**src/rtl/axis_ctrlsrc_offset_cal.sv**
```systemverilog
// Offset-calibration sequencer for the control-source select stage.
// Freezes the feedback path, waits a settle interval, averages 2^LOG2_NAVG valid
// samples and latches the negated mean as signal_offset.
// Optional accumulation watchdog: define CTRLSRC_CAL_TIMEOUT_EN to enable it.
module axis_ctrlsrc_offset_cal #(
  parameter int unsigned SAXIS_DATA_WIDTH = 32,
  parameter int unsigned LOG2_NAVG        = 10,
  parameter int unsigned SETTLE_CYCLES    = 256,
  parameter int unsigned TIMEOUT_CYCLES   = 65536
) (
  input  logic                        a_clk,
  input  logic                        a_rst,
  input  logic [SAXIS_DATA_WIDTH-1:0] S_AXIS_tdata,
  input  logic                        S_AXIS_tvalid,
  input  logic                        cal_start,
  input  logic                        cal_abort,
  input  logic [1:0]                  selection_ln_req,
  output logic [1:0]                  selection_ln,
  output logic [SAXIS_DATA_WIDTH-1:0] signal_offset,
  output logic                        ctrl_hold,
  output logic                        cal_done,
  output logic                        cal_error
);

  localparam int unsigned W    = SAXIS_DATA_WIDTH;
  localparam int unsigned AccW = SAXIS_DATA_WIDTH + LOG2_NAVG;
  localparam int unsigned CntW = LOG2_NAVG + 1;
  localparam int unsigned SetW = $clog2(SETTLE_CYCLES + 1);

  localparam logic [CntW-1:0] LastSmp    = CntW'((2 ** LOG2_NAVG) - 1);
  localparam logic [SetW-1:0] SettleLast = SetW'(SETTLE_CYCLES - 1);
  localparam logic [W-1:0]    MinVal     = {1'b1, {(W-1){1'b0}}};
  localparam logic [W-1:0]    MaxVal     = {1'b0, {(W-1){1'b1}}};

  typedef enum logic [1:0] {StIdle, StSettle, StAccum, StLatch} state_e;

  state_e          state_q, state_d;
  logic [SetW-1:0] settle_cnt_q;
  logic [CntW-1:0] smp_cnt_q;
  logic [AccW-1:0] acc_q;
  logic [AccW-1:0] sample_ext;
  logic [W-1:0]    mean;
  logic [W-1:0]    offset_next;
  logic            hold_d;
  logic            timeout_hit;

`ifdef CTRLSRC_CAL_TIMEOUT_EN
  localparam int unsigned WdW    = $clog2(TIMEOUT_CYCLES + 1);
  localparam logic [WdW-1:0] WdLast = WdW'(TIMEOUT_CYCLES - 1);

  logic [WdW-1:0] wd_cnt_q;
  logic           cal_error_q;

  // Watchdog fires on an idle cycle that completes TIMEOUT_CYCLES without a sample
  assign timeout_hit = (state_q == StAccum) && !cal_abort && !S_AXIS_tvalid &&
                       (wd_cnt_q == WdLast);
  assign cal_error   = cal_error_q;
`else
  assign timeout_hit = 1'b0;
  assign cal_error   = 1'b0;
`endif

  assign sample_ext = {{LOG2_NAVG{S_AXIS_tdata[W-1]}}, S_AXIS_tdata};
  // Arithmetic shift right by LOG2_NAVG, truncated to sample width (always fits)
  assign mean        = acc_q[LOG2_NAVG +: W];
  assign offset_next = (mean == MinVal) ? MaxVal : (W'(0) - mean);

  // Hold also covers the cal_done cycle so downstream resumes with the new offset
  assign hold_d = (state_d != StIdle) || (state_q == StLatch);

  // Next-state decode; abort has priority over every other transition
  always_comb begin
    state_d = state_q;
    unique case (state_q)
      StIdle: begin
        if (cal_start && !cal_abort) state_d = StSettle;
      end
      StSettle: begin
        if (cal_abort)                         state_d = StIdle;
        else if (settle_cnt_q == SettleLast)   state_d = StAccum;
      end
      StAccum: begin
        if (cal_abort)                                state_d = StIdle;
        else if (S_AXIS_tvalid && smp_cnt_q == LastSmp) state_d = StLatch;
        else if (timeout_hit)                         state_d = StIdle;
      end
      StLatch: state_d = StIdle;
      default: state_d = StIdle;
    endcase
  end

  // State, datapath and registered outputs
  always_ff @(posedge a_clk or posedge a_rst) begin
    if (a_rst) begin
      state_q       <= StIdle;
      settle_cnt_q  <= '0;
      smp_cnt_q     <= '0;
      acc_q         <= '0;
      signal_offset <= '0;
      selection_ln  <= 2'b00;
      ctrl_hold     <= 1'b0;
      cal_done      <= 1'b0;
`ifdef CTRLSRC_CAL_TIMEOUT_EN
      wd_cnt_q      <= '0;
      cal_error_q   <= 1'b0;
`endif
    end else begin
      state_q      <= state_d;
      cal_done     <= 1'b0;
      ctrl_hold    <= hold_d;
      selection_ln <= hold_d ? 2'b00 : selection_ln_req;
      unique case (state_q)
        StIdle: begin
          if (state_d == StSettle) begin
            settle_cnt_q <= '0;
            smp_cnt_q    <= '0;
            acc_q        <= '0;
`ifdef CTRLSRC_CAL_TIMEOUT_EN
            wd_cnt_q     <= '0;
            cal_error_q  <= 1'b0;
`endif
          end
        end
        StSettle: begin
          settle_cnt_q <= settle_cnt_q + 1'b1;
        end
        StAccum: begin
          if (S_AXIS_tvalid) begin
            acc_q     <= acc_q + sample_ext;
            smp_cnt_q <= smp_cnt_q + 1'b1;
          end
`ifdef CTRLSRC_CAL_TIMEOUT_EN
          wd_cnt_q <= S_AXIS_tvalid ? '0 : wd_cnt_q + 1'b1;
          if (timeout_hit) cal_error_q <= 1'b1;
`endif
        end
        StLatch: begin
          signal_offset <= offset_next;
          cal_done      <= 1'b1;
        end
        default: ;
      endcase
    end
  end

endmodule

```
**config.mk**
```make
export PLATFORM = sky130hd
export DESIGN_NAME = axis_ctrlsrc_offset_cal
export DESIGN_NICKNAME = d
export VERILOG_FILES = /design/src/rtl/axis_ctrlsrc_offset_cal.sv
export SDC_FILE = /design/constraint.sdc
export NUM_CORES = 1
export LEC_CHECK = 0
export BUFFER_PORTS_ARGS = -buffer_cell sky130_fd_sc_hd__buf_2
export CORE_UTILIZATION = 50
export CTS_BUF_LIST = sky130_fd_sc_hd__clkbuf_4 sky130_fd_sc_hd__clkbuf_8
export CTS_CLUSTER_SIZE = 25
export DETAILED_ROUTE_END_ITERATION = 12
export PLACE_DENSITY = 0.7
export SETUP_SLACK_MARGIN = 0.02
export SLEW_MARGIN = 25
export SYNTH_ARGS = -nofsm -noshare
export SYNTH_HDL_FRONTEND = slang
export SYNTH_SLANG_ARGS = --single-unit
```
**constraint.sdc**
```tcl
create_clock -name a_clk -period 9.5 [get_ports a_clk]
set_input_delay 2.85 -clock a_clk [delete_from_list [all_inputs] [get_ports a_clk]]
set_output_delay 2.85 -clock a_clk [all_outputs]
set_load 0.05 [all_outputs]
```
==> impl.org <==
** GRT
- Entering global routing, the biggest net connects 80 pins.
- After global routing the overflow that remains totals 0.
- The via count of the first global-routing pass is 5,283.
- Wire length of the first global-routing pass :: roughly 25,000 um
- Initial antenna violation count :: 0
- Global-route total usage across every layer :: between 20% and 30%

** Final layout
- After routing the design area is 0.00721 mm^2.
- Total number of nets in the final design :: 876
- In the layout the commonest cells are dfrtp_1, nand2_1, buf_2.
- Share of cells above drive strength 1 :: 15.7%
- The library cell used most frequently in the layout, excluding fill and tap cells, is dfrtp_1.
- The area growth from synthesis to layout is 10.1%.
- Number of diodes :: 0

** Die
- For this design the top-level I/O count stands at 76.
- The floorplan has 41 rows.
- Effective utilization at floorplan :: roughly 52%
- Die outline height :: 116 um
- Width of the die :: 116 um
- The core region is ~0.013 mm^2.
- Die Footprint :: roughly 0.014 mm^2

** Routing
- After detailed routing, the number of vias per cell comes to roughly 5.7.
- Length of the first detailed-routing pass in iterations :: 5
- After detailed routing, the met2 layer carries 6780 um of wire.
- The detailed router put a total of 6990 um of wire on met1.
- Dividing the detail-routed wire length by the instance count gives 15.0 um.
- Max Used Layer :: met4
- Vias :: 5,496
- DRC violations left :: 0
- Post-route ant nets :: 0
- Total Routed Length :: ~15,000 um
- DRC violation total after the first TritonRoute iteration :: 356
- Routed wire length on met3 :: between 500 and 600 um

** Synthesis
- Synth Net Count :: 814
- During synthesis, Yosys emitted a total of 0 warnings.
- Counting every instance in the synthesized netlist gives roughly 730.
- In this run, synthesis produced a sequential element count of 100.
- Sequential element share of the synthesized area :: between 30% and 40%
- The synthesized design contains 0 enable-type register cells.
- The mapped netlist covers 0.00655 mm^2.
- The netlist uses 59 different library cells.
- Async set-reset flop share out of synthesis :: 100%
- Averaged over all synthesized cells, the footprint is roughly 9 um^2.
- In the synthesized netlist the dominant register cell turns out to be dfrtp_1.

** STA
- The worst pin sits at a relative slew slack of 34.4%.
- Setup repair after global routing left no endpoint under its margin.
- Setup tns final :: 0 ns
- Final critical-path required period :: ~5.3 ns
- The final critical path takes up 56.0% of the cycle.
- The number of hold violations in the final report was 0.
- Max Clock Freq :: 0.188 GHz
- Max Clock Skew :: between 0.008 and 0.009 ns
- Minimum setup slack in the final design :: around 4.2 ns
- The number of max-slew violations in the final report was 0.
- Setup violations remaining at the end of the flow were counted as 0.
- Actual slew at the worst max-slew pin :: around 1 ns

** Worst setup path
- On the worst path, the slowest cell contributes a delay of 0.41 ns.
- Worst-case register-to-register setup slack :: 6.26 ns
- The worst register-to-register path has a depth of 6.
- Along the worst path, the maximum fanout reaches 6.
- The critical path goes through buf_2 > ha_1 > inv_1 > fa_1 > nor2b_1 > o31ai_1 > a21oi_1 > o21ai_1 > o21bai_1 > a221o_1 > a31oi_1 > o211ai_1 > a32o_1.
- Launch point of the worst reg-to-reg path :: acc_q[12]
- Arrival time reported for the critical path endpoint :: approximately 5.6 ns
- In this run the critical register-to-register path is captured at signal_offset[9].
- Critical path type :: in2reg
- STA classifies the critical path endpoint as a register.
- Worst path slowest cell :: a221o_1
- Required time reported for the critical path endpoint :: approximately 9.8 ns
- STA classifies the critical path startpoint as an input pin.

** Placement
- Post-DP HPWL :: 10,700 um
- Setup slack after placement :: 3.77 ns
- Input and output buffers added on the ports amount to 74.
- After detailed placement, the total cell area comes to 0.00703 mm^2.
- Routability-driven placement finished with a final weighted congestion of between 0.8 and 0.9.

** CTS
- The tree is rooted in a clkbuf_8.
- Clock tree from TritonCTS :: built
- Once the clock tree was built, the setup fixing pass inserted 0 buffers.
- Clock-pin slew was measured on the worst setup and hold paths at 0.10 ns.
- The number of clock buffers added by TritonCTS is 9.
- The clock reaches the later pin of the worst-skew pair after between 0.3 and 0.4 ns.
- Clock tree synthesis found a total of 100 sinks.
- After clock tree synthesis, the repair step resized 0 gates.
- The H-tree generated during clock tree synthesis spans 3 levels.
- Largest buffer count on any clock path :: 2
- Hold repair after CTS inserted 0 buffers.

** Flow run
- Max-cap violation count :: 0

** Pwr
- The worst-case IR drop observed on VDD is around 0.062 mV.
- In this run the static leakage power is 3.61 nW.
- Power density of the placed cells :: 117 mW/mm^2
- Total power :: 0.847 mW

** Min path
- Sink of the worst hold path :: signal_offset[28]
- Number of cells traversed by the worst hold path :: 2
- In this run the worst hold path is classified as reg2reg.
- The worst hold path begins at signal_offset[28].

** Status
- The flow ran to the end, and the final reports show no timing, DRC or antenna violations.
## worst max-delay path by stage
stage | startpoint | depth (start not counted) | to
floorplan | a_rst | 1 | acc_q[0]
global placement | S_AXIS_tdata[0] | 13 | acc_q[38]
detailed placement | S_AXIS_tdata[0] | 13 | acc_q[38]
CTS | S_AXIS_tdata[0] | 13 | acc_q[38]
global route | S_AXIS_tdata[0] | 13 | acc_q[38]
finish | S_AXIS_tdata[0] | 13 | acc_q[38]
## metrics by stage
stage / std cells / utilization (%) / hold WS, ns
floorplan: 729 / - / 0.454
global placement: 952 / 55.5 / 0.458
detailed placement: 952 / 55.5 / 0.472
CTS: 968 / 56.9 / 0.494
global route: 968 / 56.9 / 0.516
finish: 968 / 56.9 / 0.486
## power breakdown
part | internal, mW | switching, mW | leakage, nW
clock | 0.108 | 0.149 | 0.0892
sequential | 0.442 | 0.0121 | 1.37
combinational | 0.0424 | 0.0936 | 2.15
total | 0.592 | 0.255 | 3.61
## kinds of logic (layout without fill, tap and decap cells)
kind of cell             count (synthesis)  after routing  synth area share (%)
buffers and inverters                   49            116                  3.48
XOR/XNOR                                67             67                  8.96
multiplexers                             4              4                 0.611
adder cells (fa/ha/maj)                 46             46                  8.90
other                                    1              1                0.0573
flip-flops                             100            100                  38.2
AND/OR/NAND/NOR                        244            244                  17.9
AO/OA/AOI/OAI                          218            218                  21.9
## cells in the mapped netlist (all sizes together) (2+ instances only)
| master | n | area share [%] |
|---|---|---|
| a211o | 3 | 0.40 |
| mux2i | 4 | 0.61 |
| dfrtp | 100 | 38 |
| o31ai | 3 | 0.34 |
| inv | 22 | 1.3 |
| ha | 45 | 8.6 |
| a32o | 3 | 0.46 |
| nand2b | 6 | 0.57 |
| xnor2 | 31 | 4.1 |
| buf | 5 | 0.80 |
| and3 | 6 | 0.57 |
| a211oi | 3 | 0.34 |
| a21o | 24 | 2.8 |
| clkbuf | 22 | 1.4 |
| or3 | 9 | 0.86 |
| nor2b | 7 | 0.67 |
| o22a | 25 | 3.6 |
| nand2 | 88 | 5.0 |
| nor4 | 9 | 1.1 |
| or2 | 6 | 0.61 |
| o21ai | 68 | 5.4 |
| or4 | 3 | 0.46 |
| a221o | 3 | 0.46 |
| nor2 | 54 | 3.2 |
| o211ai | 6 | 0.69 |
| nor3b | 2 | 0.23 |
| a22o | 3 | 0.40 |
| xor2 | 36 | 4.8 |
| nor3 | 16 | 1.2 |
| o22ai | 2 | 0.19 |
| o21bai | 6 | 0.69 |
| a21boi | 3 | 0.34 |
| a21oi | 49 | 3.9 |
| o21a | 4 | 0.46 |
| nand4 | 14 | 1.3 |
| a31oi | 7 | 0.67 |
| nand3 | 16 | 1.2 |
| and2 | 5 | 0.48 |
## layer usage
| metal | GRT usage (%) | up-vias |
|---|---|---|
| li1 | - | 2740 |
| met1 | 30.7 | 2627 |
| met2 | 38.7 | 111 |
| met3 | 3.22 | 18 |
| met4 | 8.63 | 0 |
| met5 | 0 | - |
## registers in the layout (all words and copies together), names as in the netlist
register / flops
selection_ln: 2
cal_done: 1
acc_q: 42
signal_offset: 32
smp_cnt_q: 11
ctrl_hold: 1
state_q: 2
settle_cnt_q: 9
## critical path: cells and delay by family
family	cells	cell delay, ns
AOI/OAI and AO/OA	8	2.08
and+or+nand+nor	1	0.07
adders and majority gates	2	0.41
buffers and inverters	2	0.18
## area by class of cell
type                    instances  area (um^2)
fillers                      1195         5460
clock inverters                 4         25.0
multi-input cells             580         3830
flip-flops and latches        100         2500
well taps                     172          215
clock buffers                  12          153
repair buffers                 78          404
inverters                      22         85.1
No activity file was read; power rests on OpenSTA's default activity.
